<file path="config.mk">
export PLATFORM = sky130hd
export DESIGN_NAME = my_top
export DESIGN_NICKNAME = d
export VERILOG_FILES = /design/src/rtl/my_top_pkg.sv /design/src/rtl/uart_baud_gen.sv /design/src/rtl/my_top.sv
export SDC_FILE = /design/constraint.sdc
export NUM_CORES = 1
export LEC_CHECK = 0
export ABC_CLOCK_PERIOD_IN_PS = 3700
export CAP_MARGIN = 20
export CELL_PAD_IN_SITES_DETAIL_PLACEMENT = 0
export CELL_PAD_IN_SITES_GLOBAL_PLACEMENT = 1
export CORE_ASPECT_RATIO = 0.75
export CORE_MARGIN = 3
export CORE_UTILIZATION = 35
export CTS_BUF_LIST = sky130_fd_sc_hd__clkbuf_4 sky130_fd_sc_hd__clkbuf_8
export DETAILED_ROUTE_END_ITERATION = 10
export DONT_BUFFER_PORTS = 1
export PLACE_DENSITY = 0.7
export SETUP_SLACK_MARGIN = 0.3
export SLEW_MARGIN = 10
export SYNTH_ARGS = -nofsm -noshare
export SYNTH_HDL_FRONTEND = slang
export SYNTH_SLANG_ARGS = --single-unit
</file>
<file path="constraint.sdc">
create_clock -name clk -period 3.7 [get_ports clk]
set_clock_uncertainty 0.05 [all_clocks]
set_input_delay 0.925 -clock clk [delete_from_list [all_inputs] [get_ports clk]]
set_output_delay 0.925 -clock clk [all_outputs]
set_load 0.02 [all_outputs]
</file>
<file path="src/rtl/my_top_pkg.sv">
// Shared UART transmitter definitions: FSM states, baud table and divisor math.
package my_top_pkg;

  typedef enum logic [2:0] {
    S_IDLE  = 3'd0,
    S_START = 3'd1,
    S_DATA  = 3'd2,
    S_STOP  = 3'd3,
    S_DONE  = 3'd4
  } tx_state_t;

  localparam int DATA_BITS  = 8;
  localparam int FRAME_BITS = 10;
  localparam int DIV_W      = 13;

  localparam int BAUD_TABLE [8] = '{9600, 19200, 38400, 57600,
                                    115200, 230400, 460800, 921600};

  // Rounded clk_freq/baud, evaluated at elaboration only.
  function automatic logic [DIV_W-1:0] calc_div(input int clk_freq, input int baud);
    int q;
    q = (clk_freq + baud / 2) / baud;
    return q[DIV_W-1:0];
  endfunction

endpackage

</file>
<file path="src/rtl/uart_baud_gen.sv">
// Bit-period timer: maps the latched baud code to a divisor and ticks once per bit.
module uart_baud_gen
  import my_top_pkg::*;
#(
  parameter int CLK_FREQ = 50_000_000
) (
  input  logic       clk,
  input  logic       rst,
  input  logic       i_run,
  input  logic [3:0] i_baud_code,
  output logic       o_bit_tick
);

  localparam logic [DIV_W-1:0] DIV_0 = calc_div(CLK_FREQ, BAUD_TABLE[0]);
  localparam logic [DIV_W-1:0] DIV_1 = calc_div(CLK_FREQ, BAUD_TABLE[1]);
  localparam logic [DIV_W-1:0] DIV_2 = calc_div(CLK_FREQ, BAUD_TABLE[2]);
  localparam logic [DIV_W-1:0] DIV_3 = calc_div(CLK_FREQ, BAUD_TABLE[3]);
  localparam logic [DIV_W-1:0] DIV_4 = calc_div(CLK_FREQ, BAUD_TABLE[4]);
  localparam logic [DIV_W-1:0] DIV_5 = calc_div(CLK_FREQ, BAUD_TABLE[5]);
  localparam logic [DIV_W-1:0] DIV_6 = calc_div(CLK_FREQ, BAUD_TABLE[6]);
  localparam logic [DIV_W-1:0] DIV_7 = calc_div(CLK_FREQ, BAUD_TABLE[7]);

  logic [DIV_W-1:0] w_div;
  logic [DIV_W-1:0] w_last;
  logic [DIV_W-1:0] r_cnt;

  // Codes 8..15 fall back to the slowest rate.
  always_comb begin
    w_div = DIV_0;
    case (i_baud_code)
      4'd1:    w_div = DIV_1;
      4'd2:    w_div = DIV_2;
      4'd3:    w_div = DIV_3;
      4'd4:    w_div = DIV_4;
      4'd5:    w_div = DIV_5;
      4'd6:    w_div = DIV_6;
      4'd7:    w_div = DIV_7;
      default: w_div = DIV_0;
    endcase
  end

  assign w_last     = w_div - DIV_W'(1);
  assign o_bit_tick = i_run && (r_cnt == w_last);

  always_ff @(posedge clk or posedge rst) begin
    if (rst) begin
      r_cnt <= '0;
    end else if (!i_run || o_bit_tick) begin
      r_cnt <= '0;
    end else begin
      r_cnt <= r_cnt + DIV_W'(1);
    end
  end

endmodule

</file>
<file path="src/rtl/my_top.sv">
// 8N1 UART transmitter: latches byte and baud code on request, shifts LSB first.
module my_top
  import my_top_pkg::*;
#(
  parameter int CLK_FREQ = 50_000_000
) (
  input  logic       clk,
  input  logic       reset_n,
  input  logic [7:0] data,
  input  logic       send_en,
  input  logic [3:0] baud_set,
  output logic       uart_tx,
  output logic       tx_done
);

  tx_state_t r_state;
  tx_state_t w_state_next;
  logic [7:0] r_data;
  logic [3:0] r_baud;
  logic [2:0] r_idx;
  logic       r_tx;
  logic       r_done;
  logic       w_tx_next;
  logic       w_done_next;
  logic       w_load;
  logic       w_shift;
  logic       w_run;
  logic       w_bit_tick;

  assign w_run = (r_state == S_START) || (r_state == S_DATA) || (r_state == S_STOP);

  uart_baud_gen #(.CLK_FREQ(CLK_FREQ)) u_baud_gen (
    .clk         (clk),
    .rst         (reset_n),
    .i_run       (w_run),
    .i_baud_code (r_baud),
    .o_bit_tick  (w_bit_tick)
  );

  // The line value is decided one bit ahead so uart_tx can stay registered.
  always_comb begin
    w_state_next = r_state;
    w_tx_next    = r_tx;
    w_done_next  = 1'b0;
    w_load       = 1'b0;
    w_shift      = 1'b0;
    case (r_state)
      S_IDLE: begin
        w_tx_next = 1'b1;
        if (send_en) begin
          w_load       = 1'b1;
          w_tx_next    = 1'b0;
          w_state_next = S_START;
        end
      end
      S_START: begin
        if (w_bit_tick) begin
          w_tx_next    = r_data[0];
          w_state_next = S_DATA;
        end
      end
      S_DATA: begin
        if (w_bit_tick) begin
          w_shift = 1'b1;
          if (r_idx == 3'(DATA_BITS - 1)) begin
            w_tx_next    = 1'b1;
            w_state_next = S_STOP;
          end else begin
            w_tx_next = r_data[1];
          end
        end
      end
      S_STOP: begin
        if (w_bit_tick) begin
          w_tx_next    = 1'b1;
          w_done_next  = 1'b1;
          w_state_next = S_DONE;
        end
      end
      S_DONE: begin
        w_tx_next    = 1'b1;
        w_state_next = S_IDLE;
      end
      default: begin
        w_tx_next    = 1'b1;
        w_state_next = S_IDLE;
      end
    endcase
  end

  // reset_n is active-high despite its name.
  always_ff @(posedge clk or posedge reset_n) begin
    if (reset_n) begin
      r_state <= S_IDLE;
      r_data  <= '0;
      r_baud  <= '0;
      r_idx   <= '0;
      r_tx    <= 1'b1;
      r_done  <= 1'b0;
    end else begin
      r_state <= w_state_next;
      r_tx    <= w_tx_next;
      r_done  <= w_done_next;
      if (w_load) begin
        r_data <= data;
        r_baud <= baud_set;
        r_idx  <= '0;
      end else if (w_shift) begin
        r_data <= {1'b0, r_data[7:1]};
        r_idx  <= r_idx + 3'd1;
      end
    end
  end

  assign uart_tx = r_tx;
  assign tx_done = r_done;

endmodule

</file>
## Word-level counts from Yosys, hierarchy flattened

Index checks and enable logic that the tools add are counted.

| word-level totals | value |
|---|---|
| input port bits | 15 |
| output and inout port bits | 2 |
| flip-flop bits (word level) | 33 |
| logic and storage cells | 59 |

| operators by class | value |
|---|---|
| reduce and logical (&&, ||, !) cells | 9 |
| equal/unequal tests | 17 |
| mux-type cells | 23 |
| add/subtract/negate cells | 3 |

Operator list:

| operator | number |
|---|---|
| 13-bit one-hot mux with 7 select lines | 1 |
| 3-bit 2-to-1 mux | 7 |
| 4-bit by 3-bit == test with 1-bit output (second input constant) | 4 |
| 8-bit 2-to-1 mux | 2 |
| 13-bit by 1-bit adder with 13-bit output (second input constant) | 1 |
| 13-bit == test | 1 |
| 13-bit 2-to-1 mux | 1 |
| 13-bit by 1-bit subtractor with 13-bit output (second input constant) | 1 |
| 3-bit one-hot mux with 4 select lines | 1 |
| 1-bit 2-to-1 mux | 10 |
| 4-bit by 2-bit == test with 1-bit output (second input constant) | 2 |
| 2-bit by 1-bit != test with 1-bit output (second input constant) | 4 |
| 3-bit by 2-bit == test with 1-bit output (second input constant) | 2 |
| 5-bit AND reduction | 1 |
| 4-bit by 1-bit == test with 1-bit output (second input constant) | 1 |
| 1-bit one-hot mux with 4 select lines | 1 |
| 3-bit by 1-bit adder with 3-bit output (second input constant) | 1 |
| 3-bit by 1-bit == test with 1-bit output (second input constant) | 1 |
| 3-bit == test (second input constant) | 1 |
| 3-bit zero test | 1 |
| 1-bit logical OR | 3 |
| 3-bit AND reduction | 1 |
| 2-bit != test (second input constant) | 1 |
| 2-bit nonzero test | 1 |
| 2 further kinds | 2 |

## Longest topological paths before layout

| logic depth | value |
|---|---|
| depth after elaboration | 9 |
| depth in mapped cells | 14 |
| mapped depth without buffers | 11 |

## Modules after synthesis

A second synthesis with hierarchy kept.

| second synthesis, totals | value |
|---|---|
| cell total of the unflattened synthesis | 214 |
| area, all modules | 2100.8 um^2 |

By module, submodules not included:

| module | cells each | seq. area each (um^2) | area an instance (um^2) | instances |
|---|---|---|---|---|
| uart_baud_gen | 134 | 325.3 | 1148.6 | 1 |
| my_top | 80 | 501.7 | 952.2 | 1 |

## Least setup slack after synthesis

No wires, ideal clock.

| timing path | value |
|---|---|
| path kind | register -> register |
| start | register r_baud[2] |
| end | register r_idx[0] |
| path slack | 0.906 ns |
| arrival time | 2.619 ns |
| data required time | 3.525 ns |
| path buffers | 2 |
| period minus slack after synthesis | 2.794 ns |
| cell stages (with the launch flop) | 13 |
| library setup time | 0.125 ns |
| path through | dfrtp_1 -> buf_2 -> buf_4 -> nor3b_1 -> o21ai_0 -> ha_1 -> o21ai_1 -> mux2i_1 -> a2bb2oi_2 -> nand4_2 -> nor4_4 -> nor2_1 -> mux2_2 |

| on the way | value |
|---|---|
| word-level cells in the longest chain between the ends | 8 |
| elaborated cells between the ends (all ways) | 14 |
| classes of those cells | add/sub: 1; eq/ne: 8; mux: 3; reduce/logical: 2 |

Ends and longest elaborated chain:

| element | RTL line | source |
|---|---|---|
| start: declaration | my_top.sv:19 | `logic [3:0] r_baud;` |
| start signal: assignment | my_top.sv:106 | `r_baud <= baud_set;` |
| 4-bit by 3-bit == test with 1-bit output, or another cell as far along | uart_baud_gen.sv:30 | `case (i_baud_code)` |
| 13-bit one-hot mux with 7 select lines (*) | uart_baud_gen.sv:30 |  |
| 13-bit by 1-bit subtractor with 13-bit output (*) | uart_baud_gen.sv:42 | `assign w_last = w_div - DIV_W'(1);` |
| 13-bit == test (*) | uart_baud_gen.sv:43 | `assign o_bit_tick = i_run && (r_cnt == w_last);` |
| 1-bit logical AND (*) | uart_baud_gen.sv:43 |  |
| 1-bit 2-to-1 mux (*) | my_top.sv:63 | `if (w_bit_tick) begin` |
| 1-bit 2-to-1 mux (*) | my_top.sv:47 | `case (r_state)` |
| 2-bit nonzero test (no source line) (*) | -- |  |
| end signal: assignment | my_top.sv:110 | `r_idx <= r_idx + 3'd1;` |
| end: declaration | my_top.sv:20 | `logic [2:0] r_idx;` |

Every way passes the cells marked *; elsewhere a longest branch is shown, timed or not.
A chain may end at the register's enable or synchronous reset.

## Worst setup path in the final report

| timing path | value |
|---|---|
| start | register r_baud[0] |
| end | register r_tx, in the netlist uart_tx |

| on the way | value |
|---|---|
| word-level cells in the longest chain between the ends | 7 |
| elaborated cells between the ends (all ways) | 15 |
| classes of those cells | add/sub: 1; eq/ne: 11; mux: 1; reduce/logical: 2 |

Ends and longest elaborated chain:

| element | RTL line | source |
|---|---|---|
| 4-bit by 3-bit == test with 1-bit output, or another cell as far along | uart_baud_gen.sv:30 |  |
| 13-bit one-hot mux with 7 select lines (*) | uart_baud_gen.sv:30 |  |
| 13-bit by 1-bit subtractor with 13-bit output (*) | uart_baud_gen.sv:42 |  |
| 13-bit == test (*) | uart_baud_gen.sv:43 |  |
| 1-bit logical AND (*) | uart_baud_gen.sv:43 |  |
| 2-bit by 1-bit != test with 1-bit output (no source line) | -- |  |
| 3-bit AND reduction (no source line) (*) | -- |  |
| end signal: assignment | my_top.sv:102 | `r_tx <= w_tx_next;` |
| end: declaration | my_top.sv:21 | `logic r_tx;` |

Marks and branches as above.

==> flow_summary_export.csv <==
group,metric,value,unit
clocking,htree_levels,2,
logic_synthesis,ys_ff_latch,33,
floorplan,coreArea,0.00558,mm^2
sta,setup_viol,0,
clocking,cts_buffer_depth,2,
floorplan,die_area,0.00701,mm^2
critical_path,arrival,3.25,ns
worst_hold_path,whs_path_depth,1,
pwr,ir_drop,0.226,mV
sta,final.setup.tns,0,ns
floorplan,io_pins,17,
place,placed_area,0.00214,mm^2
place,dp_cells,289,
critical_path,crit_family,"flip-flops",
sta,whs,0.432,ns
critical_path,cp_max_fo,18,
critical_path,crit_path_max_incr_delay,0.70,ns
logic_synthesis,async_flop_share,1.00,
clocking,clk-insertion-delay-late,0.28,ns
critical_path,crit_path_start,"r_baud[0]",
layout,area_growth,5.63,%
critical_path,r2r_start,"r_baud[0]",
critical_path,worst_setup_path_end_kind,"flip-flop",
routing,first_pass_iters,4,
layout,layout-drive-gt1-share,0.149,
global_routing,gr-max-usage-layer,"met1",
worst_hold_path,min_from,"r_data[4]",
global_routing,grt_usage,0.131,
sta,tightest_slew,0.641,ns
global_routing,grt_pass1_wl,7.09,mm
critical_path,cp_cell_sequence,"xor2_1 > nor2_1 > o21ai_0 > ha_1 > o21ai_1 > mux2i_1 > a2bb2oi_2 > nand4_2 > nor3_2 > or3_1 > buf_4 > mux2i_1",
pwr,finalPower,1.15,mW
clocking,postCtsSetupBuffers,0,
layout,final-instance-count-excl-fill,297,
layout,fin_util,0.400,
global_routing,grt_pass1_vias,1412,
critical_path,crit_buf_inv,1,
floorplan,rows,23,
clocking,path_clk_slew,0.07,ns
flow_run,cap_violations,0,
place,hpwl,3.04,mm
logic_synthesis,synthXorXnorAreaFrac,0.0746,
global_routing,gr-usage-met1,0.209,
layout,fin_area,0.00223,mm^2
sta,drv_slew,0,
logic_synthesis,synthAdderAreaFrac,0.0237,
sta,final_period_minus_worst_setup_slack,3.10,ns
clocking,cts-buffers-inserted,5,
global_routing,use_met2,0.169,
place,portBuffers,0,
routing,wl,4.07,mm
global_routing,overflow,0,
logic_synthesis,yosysSeqAreaShare,0.392,
logic_synthesis,synth_cell_types,52,
sta,setup_slack,0.605,ns
place,place_ws,0.604,ns
logic_synthesis,syn-cell-area,0.00211,mm^2
critical_path,rr_endpoint,"uart_tx",
logic_synthesis,synth_compound_area_frac,0.147,
floorplan,chipWidth,95.7,um
clocking,root_buffer,"clkbuf_8",
logic_synthesis,synth_top_family_by_area,"simple AND/OR/NAND/NOR gates",
routing,wl_per_cell,13.7,um
worst_hold_path,hp-class,"flip-flop to flip-flop",
layout,final_nets,240,
routing,drc,0,
logic_synthesis,yosys_warnings,0,
critical_path,crit_path_top_delay_cell,"dfrtp_1",
floorplan,fp.dieH,73.3,um
pwr,p_per_area,514,mW/mm^2
logic_synthesis,synthesis.nets,241,
global_routing,antenna_found_initial,0,
logic_synthesis,synth_edf_count,0,
global_routing,grt_max_degree,20,
sta,finalHoldViolCount,0,
status,outcome,"completed",
logic_synthesis,synthCells,222,
routing,drt_iter0_markers,84,
critical_path,r2r_cells,12,
layout,regArea,828,um^2
logic_synthesis,syn_area_per_cell,9.51,um^2
global_routing,use_met3,0.0348,
logic_synthesis,muxShareOfSynthArea,0.0290,
sta,clock.fmax,323,MHz
routing,vias_per_cell,5.05,
sta,finalCritPeriodShare,0.837,
logic_synthesis,yosys.area_share.simple,0.271,
critical_path,crit_type,"flip-flop to flip-flop",
critical_path,reg2reg_slack,0.60,ns
routing,vias,1500,
critical_path,required,3.86,ns
layout,nFillCells,576,
sta,rsz0062_at_grt,"false",
logic_synthesis,ys.flop_type,"dfrtp_1",
clocking,cts_tree,"done",
routing,drtAntennaViolNets,0,
pwr,p_leak,0.970,nW
clocking,cts_sinks,33,
place,globalplace.congestion,0.786,
worst_hold_path,min_to,"r_data[4]",
sta,slew_headroom,0.572,
layout,multi_input_area,0.00115,mm^2
floorplan,initial_utilization,0.378,
critical_path,startpoint_type,"flip-flop",
layout,insertedDiodeCount,0,
critical_path,crit_top_cell,"mux2i_1",
==> sequential cells by signal, indices dropped and copies added, names as in the netlist <==
signal            cells
r_baud                4
r_data                8
r_idx                 3
r_state               3
tx_done               1
u_baud_gen.r_cnt     13
uart_tx               1
==> area by class of cell <==
class / count / share of cell area
Clock inverter: 3 / 0.00785
Timing Repair Buffer: 5 / 0.0168
Tap cell: 75 / 0.0421
Multi-Input combinational cell: 167 / 0.516
Inverter: 9 / 0.0151
Sequential cell: 33 / 0.371
Clock buffer: 5 / 0.0308
==> synth_stat cells (2+ instances only) <==
cell	n	area share
xor2_1	10	0.041
nand2_1	24	0.043
dfrtp_1	32	0.38
a21oi_1	9	0.021
nor3_2	2	0.0095
mux2i_1	5	0.024
buf_2	4	0.0095
clkbuf_1	3	0.0053
nor2b_1	8	0.024
nor2_1	22	0.039
buf_4	2	0.0071
and3_1	2	0.0059
inv_1	9	0.016
nand3_1	6	0.014
and4b_1	2	0.0095
o21ai_1	2	0.0047
nand4_2	2	0.012
nor4b_1	2	0.0083
o21ai_0	11	0.026
o31ai_1	2	0.0071
nor3_1	4	0.0095
buf_6	3	0.016
a21o_1	5	0.018
nand4_1	2	0.0059
nor2_4	8	0.043
a22o_1	5	0.021
xnor2_1	8	0.033
ha_1	4	0.024
==> timing repair <==
action	in CTS	in global routing
hold buffers	0	0
endpoints found under the setup margin	0	1
resized for setup	0	1
==> cells in the final DEF (no fill, tap or decap), types with 8 or more instances in the layout <==
cell | Yosys | routed
nor2_4 | 8 | 8
xor2_1 | 10 | 10
nand2_1 | 24 | 24
xnor2_1 | 8 | 8
o21ai_0 | 11 | 11
a21oi_1 | 9 | 9
inv_1 | 9 | 9
nor2_1 | 22 | 22
dfrtp_1 | 32 | 31
nor2b_1 | 8 | 8
==> cells by family (layout without fill, tap and decap cells) <==
kind of cell,Yosys count,in the layout
and+or+nand+nor,96,96
DFF,33,33
AOI/OAI and AO/OA,43,43
adders and majority gates,4,4
buffers and inverters,22,22
xor gates and xnor gates,18,18
muxes,6,6
==> per-layer routing <==
layer  share of wire  vias to the layer above  wire length (um)
li1                -                      762                 -
met1            0.55                      709              2230
met2            0.40                       25              1630
met3           0.041                        4               168
met4           0.010                        0                41
met5               0                        -                 0
==> report_power, final <==
part | switching [mW] | internal [mW]
logic | 0.176 | 0.167
registers | 0.105 | 0.429
clock network | 0.140 | 0.130
total | 0.421 | 0.725
==> worst reg2reg max path: stages (launching register included) <==
cell       delay, ns
dfrtp_1         0.70
xor2_1          0.17
nor2_1          0.11
o21ai_0         0.09
ha_1            0.22
o21ai_1         0.15
mux2i_1         0.25
a2bb2oi_2       0.16
nand4_2         0.20
nor3_2          0.24
or3_1           0.13
buf_4           0.30
mux2i_1         0.25
==> worst max-delay path by stage <==
stage | endpoint | depth (start not counted)
2_1_floorplan | r_idx[0] | 12
3_3_place_gp | r_data[5] | 12
3_5_place_dp | uart_tx | 12
4_1_cts | uart_tx | 12
5_1_grt | uart_tx | 12
6_report | uart_tx | 12
Note: power is estimated with default switching activity, not from simulation.
